File: src/rtl/omsp_hmac_msg_frontend_if.sv
// Command, block and digest signals between the HMAC controller/compression core
// and the message frontend. The controller/core side uses master, the frontend slave.
interface omsp_hmac_msg_frontend_if #(
    parameter int DIGEST_WORDS = 16
);
    logic                        hmac_reset;
    logic                        hmac_start_continue;
    logic                        hmac_data_available;
    logic                        hmac_data_is_long;
    logic [15:0]                 data_in;
    logic                        hmac_busy;
    logic [15:0]                 hmac_out;
    logic                        hmac_error;
    logic                        blk_valid;
    logic                        blk_first;
    logic [511:0]                blk_data;
    logic                        blk_ready;
    logic                        core_busy;
    logic [DIGEST_WORDS*16-1:0]  digest;

    modport master (
        output hmac_reset, hmac_start_continue, hmac_data_available, hmac_data_is_long,
               data_in, blk_ready, core_busy, digest,
        input  hmac_busy, hmac_out, hmac_error, blk_valid, blk_first, blk_data
    );

    modport slave (
        input  hmac_reset, hmac_start_continue, hmac_data_available, hmac_data_is_long,
               data_in, blk_ready, core_busy, digest,
        output hmac_busy, hmac_out, hmac_error, blk_valid, blk_first, blk_data
    );
endinterface

File: src/rtl/omsp_hmac_msg_frontend.sv
// Packs 16-bit/8-bit message commands into SHA-256 blocks, pads and appends the
// bit length, hands blocks to the compression core and serves the digest back.
//
// state    | meaning
// ---------+--------------------------------------------------------------
// S_IDLE   | fresh context, no data yet; accepts data/finalize strobes
// S_ABSORB | collecting message bytes into blk_data
// S_SEND   | blk_valid high, waiting for blk_ready
// S_WAIT   | block accepted, waiting for core_busy to drop
// S_PAD    | writing 0x80 / zeros / length into the current block
// S_OUTPUT | digest served on hmac_out, advance strobes step the word index
module omsp_hmac_msg_frontend #(
    parameter int DIGEST_WORDS = 16,
    parameter int LEN_W        = 64
) (
    input  logic                      clk,
    input  logic                      reset_n,
    omsp_hmac_msg_frontend_if.slave   bus
);
    localparam int DW   = DIGEST_WORDS * 16;
    localparam int DI_W = $clog2(DIGEST_WORDS);

    localparam logic [2:0] S_IDLE   = 3'd0;
    localparam logic [2:0] S_ABSORB = 3'd1;
    localparam logic [2:0] S_SEND   = 3'd2;
    localparam logic [2:0] S_WAIT   = 3'd3;
    localparam logic [2:0] S_PAD    = 3'd4;
    localparam logic [2:0] S_OUTPUT = 3'd5;

    logic [2:0]       state, state_next;
    logic [5:0]       bp, bp_next, bi;
    logic [LEN_W-1:0] len;
    logic [LEN_W:0]   len_sum;
    logic [63:0]      len64;
    logic             first, fin, pad_pending, short_seen;
    logic [DI_W-1:0]  di, di_next, sel_idx;
    logic             busy, busy_next, error;
    logic [15:0]      out_word, sel_word;
    logic [DW-1:0]    dshift;
    logic [511:0]     blk_data, blk_next;

    logic strobe, in_absorb, data_ok, word_bad, fin_cmd, adv_cmd, out_data_err;
    logic busy_err, accept, err_set, fills, sat, len_fits;

    assign strobe    = bus.hmac_start_continue;
    assign in_absorb = (state == S_IDLE) || (state == S_ABSORB);
    assign busy_err  = strobe && busy;

    assign word_bad     = strobe && !busy && in_absorb && bus.hmac_data_available &&
                          bus.hmac_data_is_long && (bp[0] || short_seen);
    assign data_ok      = strobe && !busy && in_absorb && bus.hmac_data_available && !word_bad;
    assign fin_cmd      = strobe && !busy && in_absorb && !bus.hmac_data_available;
    assign adv_cmd      = strobe && !busy && (state == S_OUTPUT) && !bus.hmac_data_available;
    assign out_data_err = strobe && !busy && (state == S_OUTPUT) && bus.hmac_data_available;
    assign accept       = data_ok || fin_cmd || adv_cmd;

    assign bp_next = bp + {4'b0000, bus.hmac_data_is_long, ~bus.hmac_data_is_long};
    assign fills   = (bp_next == 6'd0);
    assign len_sum = {1'b0, len} + {{(LEN_W-4){1'b0}}, bus.hmac_data_is_long,
                                    ~bus.hmac_data_is_long, 3'b000};
    assign sat     = len_sum[LEN_W];
    assign len64   = 64'(len);
    assign err_set = busy_err || word_bad || out_data_err || (data_ok && sat);

    // the second pad block of an overflowing message carries only the length
    assign len_fits = pad_pending || (bp <= 6'd55);

    assign di_next  = (di == DI_W'(DIGEST_WORDS - 1)) ? '0 : di + DI_W'(1);
    assign sel_idx  = (state == S_OUTPUT) ? di_next : '0;
    assign dshift   = bus.digest << {sel_idx, 4'b0000};
    assign sel_word = dshift[DW-1 -: 16];

    always_comb begin
        state_next = state;
        case (state)
            S_IDLE, S_ABSORB: begin
                if (data_ok)      state_next = fills ? S_SEND : S_ABSORB;
                else if (fin_cmd) state_next = S_PAD;
            end
            S_SEND:  if (bus.blk_ready) state_next = S_WAIT;
            S_WAIT: begin
                if (!bus.core_busy) begin
                    if (pad_pending) state_next = S_PAD;
                    else if (fin)    state_next = S_OUTPUT;
                    else             state_next = S_ABSORB;
                end
            end
            S_PAD:    state_next = S_SEND;
            S_OUTPUT: state_next = S_OUTPUT;
            default:  state_next = S_IDLE;
        endcase
    end

    assign busy_next = accept || (state_next == S_SEND) || (state_next == S_WAIT) ||
                       (state_next == S_PAD);

    always_comb begin
        blk_next = blk_data;
        bi       = '0;
        for (int i = 0; i < 64; i++) begin
            bi = 6'(i);
            if (data_ok) begin
                if (bi == bp)
                    blk_next[511-8*i -: 8] = bus.hmac_data_is_long ? bus.data_in[15:8]
                                                                   : bus.data_in[7:0];
                else if (bus.hmac_data_is_long && (bi == bp + 6'd1))
                    blk_next[511-8*i -: 8] = bus.data_in[7:0];
            end else if (state == S_PAD) begin
                if (pad_pending || (bi > bp)) blk_next[511-8*i -: 8] = 8'h00;
                else if (bi == bp)            blk_next[511-8*i -: 8] = 8'h80;
                if (len_fits && (i >= 56))    blk_next[511-8*i -: 8] = len64[8*(63-i) +: 8];
            end
        end
    end

    always_ff @(posedge clk or negedge reset_n) begin
        if (!reset_n) begin
            state       <= S_IDLE;
            bp          <= '0;
            len         <= '0;
            first       <= 1'b1;
            fin         <= 1'b0;
            pad_pending <= 1'b0;
            short_seen  <= 1'b0;
            di          <= '0;
            busy        <= 1'b0;
            out_word    <= '0;
            error       <= 1'b0;
            blk_data    <= '0;
        end else if (bus.hmac_reset) begin
            state       <= S_IDLE;
            bp          <= '0;
            len         <= '0;
            first       <= 1'b1;
            fin         <= 1'b0;
            pad_pending <= 1'b0;
            short_seen  <= 1'b0;
            di          <= '0;
            busy        <= 1'b0;
            out_word    <= '0;
            error       <= 1'b0;
            blk_data    <= '0;
        end else begin
            state    <= state_next;
            busy     <= busy_next;
            blk_data <= blk_next;
            if (err_set) error <= 1'b1;
            if (data_ok) begin
                bp  <= bp_next;
                len <= sat ? '1 : len_sum[LEN_W-1:0];
                if (!bus.hmac_data_is_long) short_seen <= 1'b1;
            end
            if ((state == S_SEND) && bus.blk_ready) first <= 1'b0;
            if (state == S_PAD) begin
                if (pad_pending) begin
                    pad_pending <= 1'b0;
                    fin         <= 1'b1;
                end else if (bp <= 6'd55) begin
                    fin <= 1'b1;
                end else begin
                    pad_pending <= 1'b1;
                end
            end
            if ((state == S_WAIT) && (state_next == S_OUTPUT)) begin
                di       <= '0;
                out_word <= sel_word;
            end
            if (adv_cmd) begin
                di       <= di_next;
                out_word <= sel_word;
            end
        end
    end

    assign bus.hmac_busy  = busy;
    assign bus.hmac_out   = out_word;
    assign bus.hmac_error = error;
    assign bus.blk_valid  = (state == S_SEND);
    assign bus.blk_first  = (state == S_SEND) && first;
    assign bus.blk_data   = blk_data;
endmodule

File: src/flat_wrapper.sv
// flat-port wrapper written by rule: the top's interface ports become plain ports
module omsp_hmac_msg_frontend_flat 
#(
    parameter int DIGEST_WORDS = 16,
    parameter int LEN_W        = 64
)
  (clk, reset_n, bus_hmac_reset, bus_hmac_start_continue, bus_hmac_data_available, bus_hmac_data_is_long, bus_data_in, bus_blk_ready, bus_core_busy, bus_digest, bus_hmac_busy, bus_hmac_out, bus_hmac_error, bus_blk_valid, bus_blk_first, bus_blk_data);
  omsp_hmac_msg_frontend_if #(.DIGEST_WORDS(DIGEST_WORDS)) bus_i ();
  input  logic clk;
  input  logic reset_n;
  input wire logic [$bits(bus_i.hmac_reset)-1:0] bus_hmac_reset;
  input wire logic [$bits(bus_i.hmac_start_continue)-1:0] bus_hmac_start_continue;
  input wire logic [$bits(bus_i.hmac_data_available)-1:0] bus_hmac_data_available;
  input wire logic [$bits(bus_i.hmac_data_is_long)-1:0] bus_hmac_data_is_long;
  input wire logic [$bits(bus_i.data_in)-1:0] bus_data_in;
  input wire logic [$bits(bus_i.blk_ready)-1:0] bus_blk_ready;
  input wire logic [$bits(bus_i.core_busy)-1:0] bus_core_busy;
  input wire logic [$bits(bus_i.digest)-1:0] bus_digest;
  output wire logic [$bits(bus_i.hmac_busy)-1:0] bus_hmac_busy;
  output wire logic [$bits(bus_i.hmac_out)-1:0] bus_hmac_out;
  output wire logic [$bits(bus_i.hmac_error)-1:0] bus_hmac_error;
  output wire logic [$bits(bus_i.blk_valid)-1:0] bus_blk_valid;
  output wire logic [$bits(bus_i.blk_first)-1:0] bus_blk_first;
  output wire logic [$bits(bus_i.blk_data)-1:0] bus_blk_data;
  assign bus_i.hmac_reset = bus_hmac_reset;
  assign bus_i.hmac_start_continue = bus_hmac_start_continue;
  assign bus_i.hmac_data_available = bus_hmac_data_available;
  assign bus_i.hmac_data_is_long = bus_hmac_data_is_long;
  assign bus_i.data_in = bus_data_in;
  assign bus_i.blk_ready = bus_blk_ready;
  assign bus_i.core_busy = bus_core_busy;
  assign bus_i.digest = bus_digest;
  assign bus_hmac_busy = bus_i.hmac_busy;
  assign bus_hmac_out = bus_i.hmac_out;
  assign bus_hmac_error = bus_i.hmac_error;
  assign bus_blk_valid = bus_i.blk_valid;
  assign bus_blk_first = bus_i.blk_first;
  assign bus_blk_data = bus_i.blk_data;
  omsp_hmac_msg_frontend #(.DIGEST_WORDS(DIGEST_WORDS), .LEN_W(LEN_W)) u_core (.clk(clk), .reset_n(reset_n), .bus(bus_i));
endmodule
File: config.mk
export PLATFORM = sky130hd
export DESIGN_NAME = omsp_hmac_msg_frontend_flat
export DESIGN_NICKNAME = d
export VERILOG_FILES = /design/src/rtl/omsp_hmac_msg_frontend_if.sv /design/src/rtl/omsp_hmac_msg_frontend.sv /design/src/flat_wrapper.sv
export SDC_FILE = /design/constraint.sdc
export NUM_CORES = 2
export LEC_CHECK = 0
export CORE_AREA = 2 2 319 321
export CTS_BUF_LIST = sky130_fd_sc_hd__clkbuf_4 sky130_fd_sc_hd__clkbuf_8
export CTS_CLUSTER_DIAMETER = 60
export CTS_CLUSTER_SIZE = 28
export DETAILED_ROUTE_END_ITERATION = 12
export DIE_AREA = 0 0 321 323
export HOLD_SLACK_MARGIN = 0.05
export SYNTH_ARGS = -nofsm -noshare
export SYNTH_HDL_FRONTEND = slang
export SYNTH_SLANG_ARGS = --single-unit
File: constraint.sdc
create_clock -name clk -period 2.5 [get_ports clk]
set_input_delay 0.5 -clock clk [delete_from_list [all_inputs] [get_ports clk]]
set_output_delay 0.5 -clock clk [all_outputs]
set_load 0.005 [all_outputs]
==> impl_metrics.ini <==
[timing]
slew_viol_final = 0
finalCritPeriodShare_pct = 99.1
hold_violations = 0
layout_min_cycle_time_ns = 2.48
setup_violations = 0
rsz0062_at_grt = yes
fin_setup_tns_ns = 0
slew_headroom_pct = 41.4
tightestPinTransition_ns = 0.878
fin_worst_skew_ns = 0.0596
fmax_mhz = 403

[critical_path]
slowest_stage = or4_4
r2r_cells = 9
crit_path_max_incr_delay_ns = 0.50
rrSetupSlack_ns = 0.02
crit_chain = ha_4, a21oi_4, or4_4, or4_4, buf_12, buf_12, nor3_4, xnor2_1, o21ai_1
worstPathRequired_ns = 3.11
critPathCapture = u_core.len[58]
crit_type = reg2reg
r2r_start = u_core.len[4]
cp-startpoint = u_core.len[4]
worstSetupStartpointType = register
critPathMaxFanout = 7
cp-end-kind = register
r2r_end = u_core.len[58]
worstPathArrival_ns = 3.09

[clock_tree]
cts_sinks = 609
clock_path_buffers = 3
cts_buffers = 68
htreeDepth = 3
cts_tree = done
clockRootBuffer = clkbuf_8
clk_pin_slew_ns = 0.09
clkLatencyLatePin_ns = 0.79

[synthesis]
synthTopCellsByCount = dfrtp_1 (608), nand2_1 (214), a21oi_1 (210)
syn_inst = 2764
synth_cell_types = 96
synth_nets = 3051
yosysSeqAreaShare_pct = 52.2
synthTopCellsByArea = dfrtp_1 (52%), mux2_2 (7.3%), a22o_1 (5.9%)
synth_seq_cells = 609
ys_async_sr_fraction_pct = 100
yosysMostFrequentCell = dfrtp_1
synth-main-ff-cell = dfrtp_1
synth_edf_count = 0
netlist_area_um2 = 29200
synth_top_area_share_pct = 52.1
syn_avg_cell_area_um2 = 10.6
yosysWarnings = 0
synth_top_area_cell = dfrtp_1

[finish]
n_fill_cell = 9530
ff_latch_area_um2 = 15200
drive_gt1_share_pct = 27.6
fin_cells = 5420
multi_input_area_um2 = 14000
final_nets = 4336
area_growth_pct = 58.7
fin_area_um2 = 46300

[drt]
via_per_inst = 5.38
route.vias.total = 29200
drtPass1Iterations = 5
drt_iter0_markers = 2548
wl_per_cell_um = 27.0
drc = 0
wl_um = 146000
antenna_left = 0

[floorplan]
pin_count = 812
dieArea_um2 = 104000
start_util_pct = 29.0
die_width_um = 321
coreArea_um2 = 101000
die_y_um = 323
fp-row-count = 117

[grt]
grt_start_max_net_pins = 56
grt_pass1_wl_um = 206000
first_global_vias = 28900
grt_use_total_pct = 27.1
antenna_found_initial = 9
grt-ovfl-total = 0

[pwr]
pwr-share-comb_pct = 21.7
vdd_drop_max_v = 0.000522
p_leak_uw = 0.0205
p_clk_share_pct = 34.3
swShare_pct = 31.8
power.internal_uw = 16200
powerDensity_nw_per_um2 = 514
switching_power_uw = 7570
p_seq_share_pct = 44.1

[placed_design]
placed_cells = 5254
gp_congestion = 0.956
port_buffers = 811
place_area_um2 = 43500
dpl.hpwl_um = 111000

[flow_run]
maxCapViolCount = 0

[worst_hold_path]
hp-class = in2reg

[outcome]
status = completed
## cell families after synthesis
logic type | Yosys count | synth area share [%]
adder cells (fa/ha/maj) | 7 | 0.351
XOR/XNOR | 39 | 1.17
AND/OR/NAND/NOR | 689 | 11.5
buffers and inverters | 249 | 3.49
flip-flops | 609 | 52.2
AO/OA/AOI/OAI | 905 | 21.3
multiplexers | 266 | 9.98
## registers in the layout, summed over array words and instances (netlist names)
signal                 flops
u_core.bus.blk_data      512
u_core.len                62
u_core.bus.hmac_out       16
u_core.bp                  6
u_core.di                  4
u_core.state               3
u_core.bus.hmac_busy       1
u_core.bus.hmac_error      1
u_core.fin                 1
u_core.first               1
u_core.pad_pending         1
u_core.short_seen          1
## per-layer routing
| metal | global-route usage [%] | share of wire, % | wire length (µm) |
|---|---|---|---|
| met2 | 43.5 | 46 | 67700 |
| met5 | 0 | 0.017 | 25 |
| met3 | 6.96 | 8.2 | 12000 |
| met1 | 33.9 | 40 | 58900 |
| met4 | 13.1 | 5.3 | 7730 |
## critical path, delay by kind of cell, from the launching register on
| kind | cells | cell delay, ns |
|---|---|---|
| AO/OA/AOI/OAI | 2 | 0.12 |
| XOR/XNOR | 1 | 0.13 |
| adder cells (fa/ha/maj) | 1 | 0.29 |
| buffers and inverters | 2 | 0.32 |
| flip-flops | 1 | 0.43 |
| AND/OR/NAND/NOR | 3 | 1.04 |
## cells in the final DEF, fill, tap and decap left out, drive strengths merged, types with 11 or more instances in the layout
| master | count |
|---|---|
| inv | 66 |
| and3 | 20 |
| nor2b | 12 |
| o2bb2ai | 11 |
| clkdlybuf4s50 | 806 |
| a221oi | 28 |
| and2 | 14 |
| mux2i | 75 |
| clkbuf | 74 |
| o21a | 11 |
| a21oi | 213 |
| a31oi | 27 |
| nand2b | 14 |
| a22o | 196 |
| nand4 | 17 |
| a21o | 17 |
| nor4 | 19 |
| buf | 610 |
| o22ai | 27 |
| a211oi | 17 |
| dfrtp | 608 |
| o21ai | 218 |
| a221o | 14 |
| nor3 | 70 |
| nand3 | 54 |
| nand2 | 215 |
| nor3b | 12 |
| nor2 | 191 |
| mux2 | 190 |
| o31ai | 16 |
| o221ai | 33 |
| and4 | 13 |
| xnor2 | 32 |
| or3 | 12 |
| clkinv | 19 |
## worst min path at each step
stage / cells past startpoint / endpoint / slack (ns) / startpoint
6_report: 3 / u_core.pad_pending / 0.18 / bus_hmac_reset
5_1_grt: 3 / u_core.pad_pending / 0.14 / bus_hmac_reset
4_1_cts: 3 / u_core.short_seen / 0.11 / bus_hmac_reset
3_5_place_dp: 2 / u_core.first / 0.45 / u_core.first
3_3_place_gp: 2 / u_core.first / 0.45 / u_core.first
2_1_floorplan: 0 / u_core.bp[0] / 0.20 / reset_n
## power groups by stage
stage / logic (µW) / registers [µW] / clock network (µW)
2_1_floorplan: 1550 / 10700 / 0
3_3_place_gp: 4930 / 10700 / 0
3_5_place_dp: 4950 / 10700 / 0
4_1_cts: 5040 / 10500 / 8350
5_1_grt: 5460 / 10500 / 8740
6_report: 5160 / 10500 / 8160
## timing repair
action,4_1_cts,5_1_grt
setup endpoints to repair,181,337
endpoints found under the hold margin,52,0
pin swaps,13,28
hold buffers,1,0
buffers inserted,10,20
gates resized for setup,74,141
gates cloned,2,3
## area by class of cell
cell class,count,share of cell area (%)
Clock inverter,53,1.45
Sequential cell,609,32.9
Tap cell,1309,3.53
Timing Repair Buffer,1419,29.5
Clock buffer,72,2.11
Multi-Input combinational cell,1907,30.1
Antenna cell,7,0.0378
Inverter,44,0.373
## per-stage QoR
stage          setup WS (ns)  util [%]  power, µW  hold WS (ns)
5_1_grt              -0.0380      46.0      24700         0.144
3_3_place_gp          -0.931      43.2      15600         0.452
4_1_cts              -0.0428      45.3      23900         0.110
3_5_place_dp          -0.947      43.2      15600         0.451
6_report              0.0216      46.0      23800         0.179
2_1_floorplan        -0.0782         -      12200         0.204
No activity file was read; power rests on OpenSTA's default activity.
